[src/rtl/fifo_ctrl_arb_pkg.sv]
// Shared FIFO geometry defaults and the round-robin grant encoding,
// used by fifo_mem, fifo_ctrl_arb and rr_arb2.
package fifo_ctrl_arb_pkg;

    localparam int FIFO_WIDTH = 8;
    localparam int FIFO_ADDR  = 3;
    localparam int FIFO_DEPTH = 8;

    typedef enum logic [1:0] {
        GNT_NONE = 2'b00,
        GNT_0    = 2'b01,
        GNT_1    = 2'b10
    } gnt_e;

    // last0 = 1 means requester 0 won most recently, so requester 1 wins a tie
    function automatic gnt_e rr_pick(input logic [1:0] req, input logic last0);
        gnt_e g;
        case (req)
            2'b01:   g = GNT_0;
            2'b10:   g = GNT_1;
            2'b11:   g = last0 ? GNT_1 : GNT_0;
            default: g = GNT_NONE;
        endcase
        return g;
    endfunction

endpackage

[src/rtl/rr_arb2.sv]
// Two-requester round-robin arbiter; owns the "who won last" register.
module rr_arb2
    import fifo_ctrl_arb_pkg::*;
(
    input  logic       wclk,
    input  logic       rst,
    input  logic       flush,
    input  logic       enable,
    input  logic [1:0] req,
    output logic [1:0] gnt
);

    logic last_r;
    gnt_e pick_s;

    // combinational grant selection, suppressed when writes are not eligible
    always_comb begin
        pick_s = GNT_NONE;
        if (enable) begin
            pick_s = rr_pick(req, last_r);
        end else begin
            pick_s = GNT_NONE;
        end
    end

    assign gnt = pick_s;

    // remember the winner; only a real grant moves the fairness pointer
    always_ff @(posedge wclk or negedge rst) begin
        if (!rst) begin
            last_r <= 1'b0;
        end else if (flush) begin
            last_r <= 1'b0;
        end else if (pick_s != GNT_NONE) begin
            last_r <= (pick_s == GNT_0);
        end else begin
            last_r <= last_r;
        end
    end

endmodule

[src/rtl/fifo_ctrl_arb.sv]
// FIFO controller for fifo_mem: pointers, status, error pulses and a
// round-robin shared write port for two producers.
module fifo_ctrl_arb
    import fifo_ctrl_arb_pkg::*;
#(
    parameter int WIDTH = FIFO_WIDTH,
    parameter int ADDR  = FIFO_ADDR,
    parameter int DEPTH = FIFO_DEPTH
) (
    input  logic             wclk,
    input  logic             rst,
    input  logic             flush,
    input  logic             req0,
    input  logic [WIDTH-1:0] wdata0,
    input  logic             req1,
    input  logic [WIDTH-1:0] wdata1,
    output logic             gnt0,
    output logic             gnt1,
    input  logic             rinc,
    output logic             mem_wen,
    output logic [ADDR-1:0]  mem_waddr,
    output logic [WIDTH-1:0] mem_wdata,
    output logic [ADDR-1:0]  mem_raddr,
    output logic             full,
    output logic             empty,
    output logic [ADDR:0]    count,
    output logic             ovf_err,
    output logic             udf_err
);

    if (DEPTH != (2 ** ADDR)) begin : g_bad_depth
        $error("fifo_ctrl_arb: DEPTH must equal 2**ADDR");
    end

    logic [ADDR:0] wptr_r;
    logic [ADDR:0] rptr_r;
    logic [1:0]    gnt_s;
    logic          full_s;
    logic          empty_s;
    logic          arb_en_s;
    logic          wr_s;
    logic          rd_s;
    logic          ovf_r;
    logic          udf_r;

    assign empty_s = (wptr_r == rptr_r);
    assign full_s  = (wptr_r[ADDR] != rptr_r[ADDR]) &&
                     (wptr_r[ADDR-1:0] == rptr_r[ADDR-1:0]);

    // rst gates the grant so the write port is quiet during reset
    assign arb_en_s = rst && !full_s && !flush;

    rr_arb2 u_arb (
        .wclk   (wclk),
        .rst    (rst),
        .flush  (flush),
        .enable (arb_en_s),
        .req    ({req1, req0}),
        .gnt    (gnt_s)
    );

    assign wr_s = gnt_s[0] | gnt_s[1];
    assign rd_s = rinc && !empty_s && !flush;

    // write-data mux: granted producer, else requester 0, zero in reset
    always_comb begin
        mem_wdata = '0;
        if (!rst) begin
            mem_wdata = '0;
        end else if (gnt_s[1]) begin
            mem_wdata = wdata1;
        end else begin
            mem_wdata = wdata0;
        end
    end

    // pointer update; flush wins over any write or pop in the same cycle
    always_ff @(posedge wclk or negedge rst) begin
        if (!rst) begin
            wptr_r <= '0;
            rptr_r <= '0;
        end else if (flush) begin
            wptr_r <= '0;
            rptr_r <= '0;
        end else begin
            wptr_r <= wptr_r + {{ADDR{1'b0}}, wr_s};
            rptr_r <= rptr_r + {{ADDR{1'b0}}, rd_s};
        end
    end

    // one-cycle error pulses judged on pre-edge status
    always_ff @(posedge wclk or negedge rst) begin
        if (!rst) begin
            ovf_r <= 1'b0;
            udf_r <= 1'b0;
        end else begin
            ovf_r <= !flush && full_s && (req0 || req1);
            udf_r <= !flush && rinc && empty_s;
        end
    end

    assign gnt0      = gnt_s[0];
    assign gnt1      = gnt_s[1];
    assign mem_wen   = wr_s;
    assign mem_waddr = wptr_r[ADDR-1:0];
    assign mem_raddr = rptr_r[ADDR-1:0];
    assign full      = full_s;
    assign empty     = empty_s;
    assign count     = wptr_r - rptr_r;
    assign ovf_err   = ovf_r;
    assign udf_err   = udf_r;

endmodule

[config.mk]
export PLATFORM = sky130hd
export DESIGN_NAME = fifo_ctrl_arb
export DESIGN_NICKNAME = d
export VERILOG_FILES = /design/src/rtl/fifo_ctrl_arb_pkg.sv /design/src/rtl/rr_arb2.sv /design/src/rtl/fifo_ctrl_arb.sv
export SDC_FILE = /design/constraint.sdc
export NUM_CORES = 1
export LEC_CHECK = 0
export ABC_CLOCK_PERIOD_IN_PS = 5900
export CAP_MARGIN = 40
export CORE_MARGIN = 1.5
export CORE_UTILIZATION = 40
export CTS_CLUSTER_DIAMETER = 30
export DETAILED_ROUTE_END_ITERATION = 7
export HOLD_SLACK_MARGIN = 0.03
export PLACE_DENSITY = 0.83
export SETUP_SLACK_MARGIN = 0.2
export SYNTH_ARGS = -nofsm -noshare
export SYNTH_HDL_FRONTEND = slang
export SYNTH_HIERARCHICAL = 1
export SYNTH_SLANG_ARGS = --single-unit
[constraint.sdc]
create_clock -name wclk -period 5.9 [get_ports wclk]
set_input_delay 0.59 -clock wclk [delete_from_list [all_inputs] [get_ports wclk]]
set_output_delay 0.59 -clock wclk [all_outputs]
set_load 0.005 [all_outputs]
==> summary.md <==
| Metric | Value |
|---|---|
| Status | completed |
| Clock sink count | 11 |
| Initial antenna violation count | 0 |
| CP Launch Type | register |
| # DRC | 0 |
| Synthesized area | 827 µm² |
| CTS Buffer Depth | 2 |
| Fin nets | 161 |
| Port buffer count | 46 |
| Fmax | 267 MHz |
| GRT Util Overall | 0.158 |
| #FFs+latches synth | 11 |
| Chip Height | 48.5 µm |
| Layout cells sized above 1 | 0.0615 |
| Avg Synthesized Cell Area | 9.62 µm² |
| Initial DRC Count | 2 |
| Final Hold Fails | 0 |
| Io pins | 47 |
| Vias in the first global route | 661 |
| WL/cell | 11.5 µm |
| Final ANT Viol Nets | 0 |
| Worst slew pin tran | 0.493 ns |
| Detailed Place HPWL | 1490 µm |
| CTS tree | yes |
| Starting Density | 0.422 |
| H-Tree Depth | 1 |
| Final WS setup | 2.15 ns |
| Area leader, netlist | dfrtp_1 |
| # rows | 16 |
| Nature of the critical path endpoint | primary output |
| Top post-synthesis cells by area | dfrtp_1 (33%), ha_1 (11%), mux2i_1 (9.7%) |
| Worst-Skew Late Latency | 0.26 ns |
| RSZ-0062 raised after global routing | no |
| Cell Count, Final, Fillers Out | 157 |
| DP Cell Count | 153 |
| CP Max Fanout | 7 |
| Via density | 4.56 |
| Worst EP required | 5.31 ns |
| DR vias | 716 |
| Tcrit/Tclk final | 0.635 |
| Max_cap viols | 0 |
| GRT overflow | 0 |
| Drt total wl | 1810 µm |
| Diode count | 0 |
| Arrival @ worst endpoint | 3.16 ns |
| Pwr dens | 144 nW/µm² |
| Pre-CTS setup slack | 2.16 ns |
| Post-synthesis sequential area ratio | 0.333 |
| CTS Buf Count | 3 |
| Post-CTS Setup Bufs | 0 |
| Synth top area share | 0.333 |
| Cts hold-fix bufs | 0 |
| Yosys Warn Count | 6 |
| Rel. slew slack | 0.670 |
| Post-Syn Instances | 86 |
| Detailed Routing Iterations Pass 1 | 4 |
| Clock skew | 0.00127 ns |
| Worst-path clk slew | 0.06 ns |
| Finish-stage setup viols | 0 |
| CP Class | register to primary output |
| Placer Congestion | 0.657 |
| Global-route wire length before repair | 2860 µm |
| Layout fillers | 171 |
| Min Tclk post-route | 3.75 ns |
| Largest net degree at the start of global routing | 21 |
| Gates resized, CTS repair | 0 |
| Synthesis-to-layout area growth | 58.2% |
| Fin. max-slew vios | 0 |
| Unique cell type count in the Yosys netlist | 22 |
| Core Region | 1960 µm² |
| HP Class | register to register |
| DIE AREA | 2350 µm² |
| Syn_nets | 116 |
| Die X | 48.5 µm |
| Fin Setup TNS | 0 ns |
| CTS Root Cell | clkbuf_4 |
| Leak | 0.577 nW |
| Peak supply drop | 0.120 mV |
## layout by cell type (no fill, tap or decap), types with 3 or more instances in the layout
cell type,netlist,final
ha_1,7,7
xnor2_1,4,4
dfrtp_1,11,11
nor2b_1,12,12
clkbuf_4,0,3
nor2_1,7,7
inv_1,7,7
nand2_1,3,3
mux2i_1,8,8
a21oi_1,3,3
nand3_1,3,3
clkdlybuf4s50_1,0,46
xor2_1,3,3
## critical path, stage by stage (launching register included)
cell and delay (ns):
dfrtp_1 0.40, inv_1 0.06, ha_1 0.33, nand3_1 0.17, and2b_1 0.22, nor3b_1 0.30, nand2_1 0.11, a21oi_1 0.32
buf_4 0.25, mux2i_1 0.08, nor2b_1 0.11, clkdlybuf4s50_1 0.52
## logic make-up after synthesis
| group | Yosys count | synth area share |
|---|---|---|
| AND/OR/NAND/NOR | 33 | 0.239 |
| adder cells (fa/ha/maj) | 8 | 0.130 |
| AO/OA/AOI/OAI | 4 | 0.0303 |
| multiplexers | 8 | 0.0968 |
| XOR/XNOR | 7 | 0.0741 |
| flip-flops | 11 | 0.333 |
| buffers and inverters | 15 | 0.0968 |
## worst paths after layout
kind | startpoint | endpoint | slack (ns) | depth (start not counted)
max in group asynchronous | rst | u_arb/last_r$_DFFE_PN0P_ | 5.09 | 2
hold / removal | wptr_r[3]$_DFF_PN0_ | wptr_r[3]$_DFF_PN0_ | 0.57 | 2
min in group asynchronous | rst | wptr_r[2]$_DFF_PN0_ | 0.63 | 2
setup / recovery | rptr_r[2]$_DFF_PN0_ | mem_wdata[3] | 2.15 | 11
hold reg to reg | wptr_r[3]$_DFF_PN0_ | wptr_r[3]$_DFF_PN0_ | 0.57 | 2
setup reg to reg | rptr_r[2]$_DFF_PN0_ | wptr_r[1]$_DFF_PN0_ | 2.95 | 12
## state kept, by name, indices dropped and copies added (netlist names)
signal,flops
rptr_r,4
wptr_r,4
ovf_err,1
u_arb/last_r,1
udf_err,1
## report_power, final
group | switching [mW] | internal (mW)
Sequential | 0.00188 | 0.0776
Combinational | 0.0200 | 0.0387
Clock | 0.0236 | 0.0262
Total | 0.0455 | 0.142
## metrics by stage
step | area (µm²) | total power [mW] | util | hold WS [ns]
floorplan | 827 | 0.102 | - | 0.294
global placement | 1270 | 0.138 | 0.650 | 0.542
detailed placement | 1280 | 0.140 | 0.654 | 0.556
CTS | 1310 | 0.192 | 0.667 | 0.573
global route | 1310 | 0.201 | 0.667 | 0.619
finish | 1310 | 0.188 | 0.667 | 0.574
## layout make-up
cell class              count  area [µm²]  share of cell area
inverters                   7        26.3              0.0201
flip-flops and latches     11         275               0.210
clock buffers               4        26.3              0.0201
well taps                  27        33.8              0.0258
multi-input cells          60         472               0.360
repair buffers             48         475               0.363
## per-layer routing
layer | track usage | up-vias | routed length, µm
met5 | 0 | - | 0
met2 | 0.301 | 18 | 996
met4 | 0.0429 | 0 | 14
li1 | - | 366 | -
met1 | 0.175 | 330 | 741
met3 | 0.0370 | 2 | 54
## cells in the mapped netlist
cell type,count
a21oi_1,3
a32o_1,1
and2b_1,2
and3b_1,1
buf_2,1
buf_4,6
clkbuf_1,1
dfrtp_1,11
fa_1,1
ha_1,7
inv_1,7
mux2i_1,8
nand2_1,3
nand3_1,3
nand3b_1,1
nor2_1,7
nor2b_1,12
nor3b_1,1
nor3b_2,2
or2_2,1
xnor2_1,4
xor2_1,3
No activity file was read; power rests on OpenSTA's default activity.
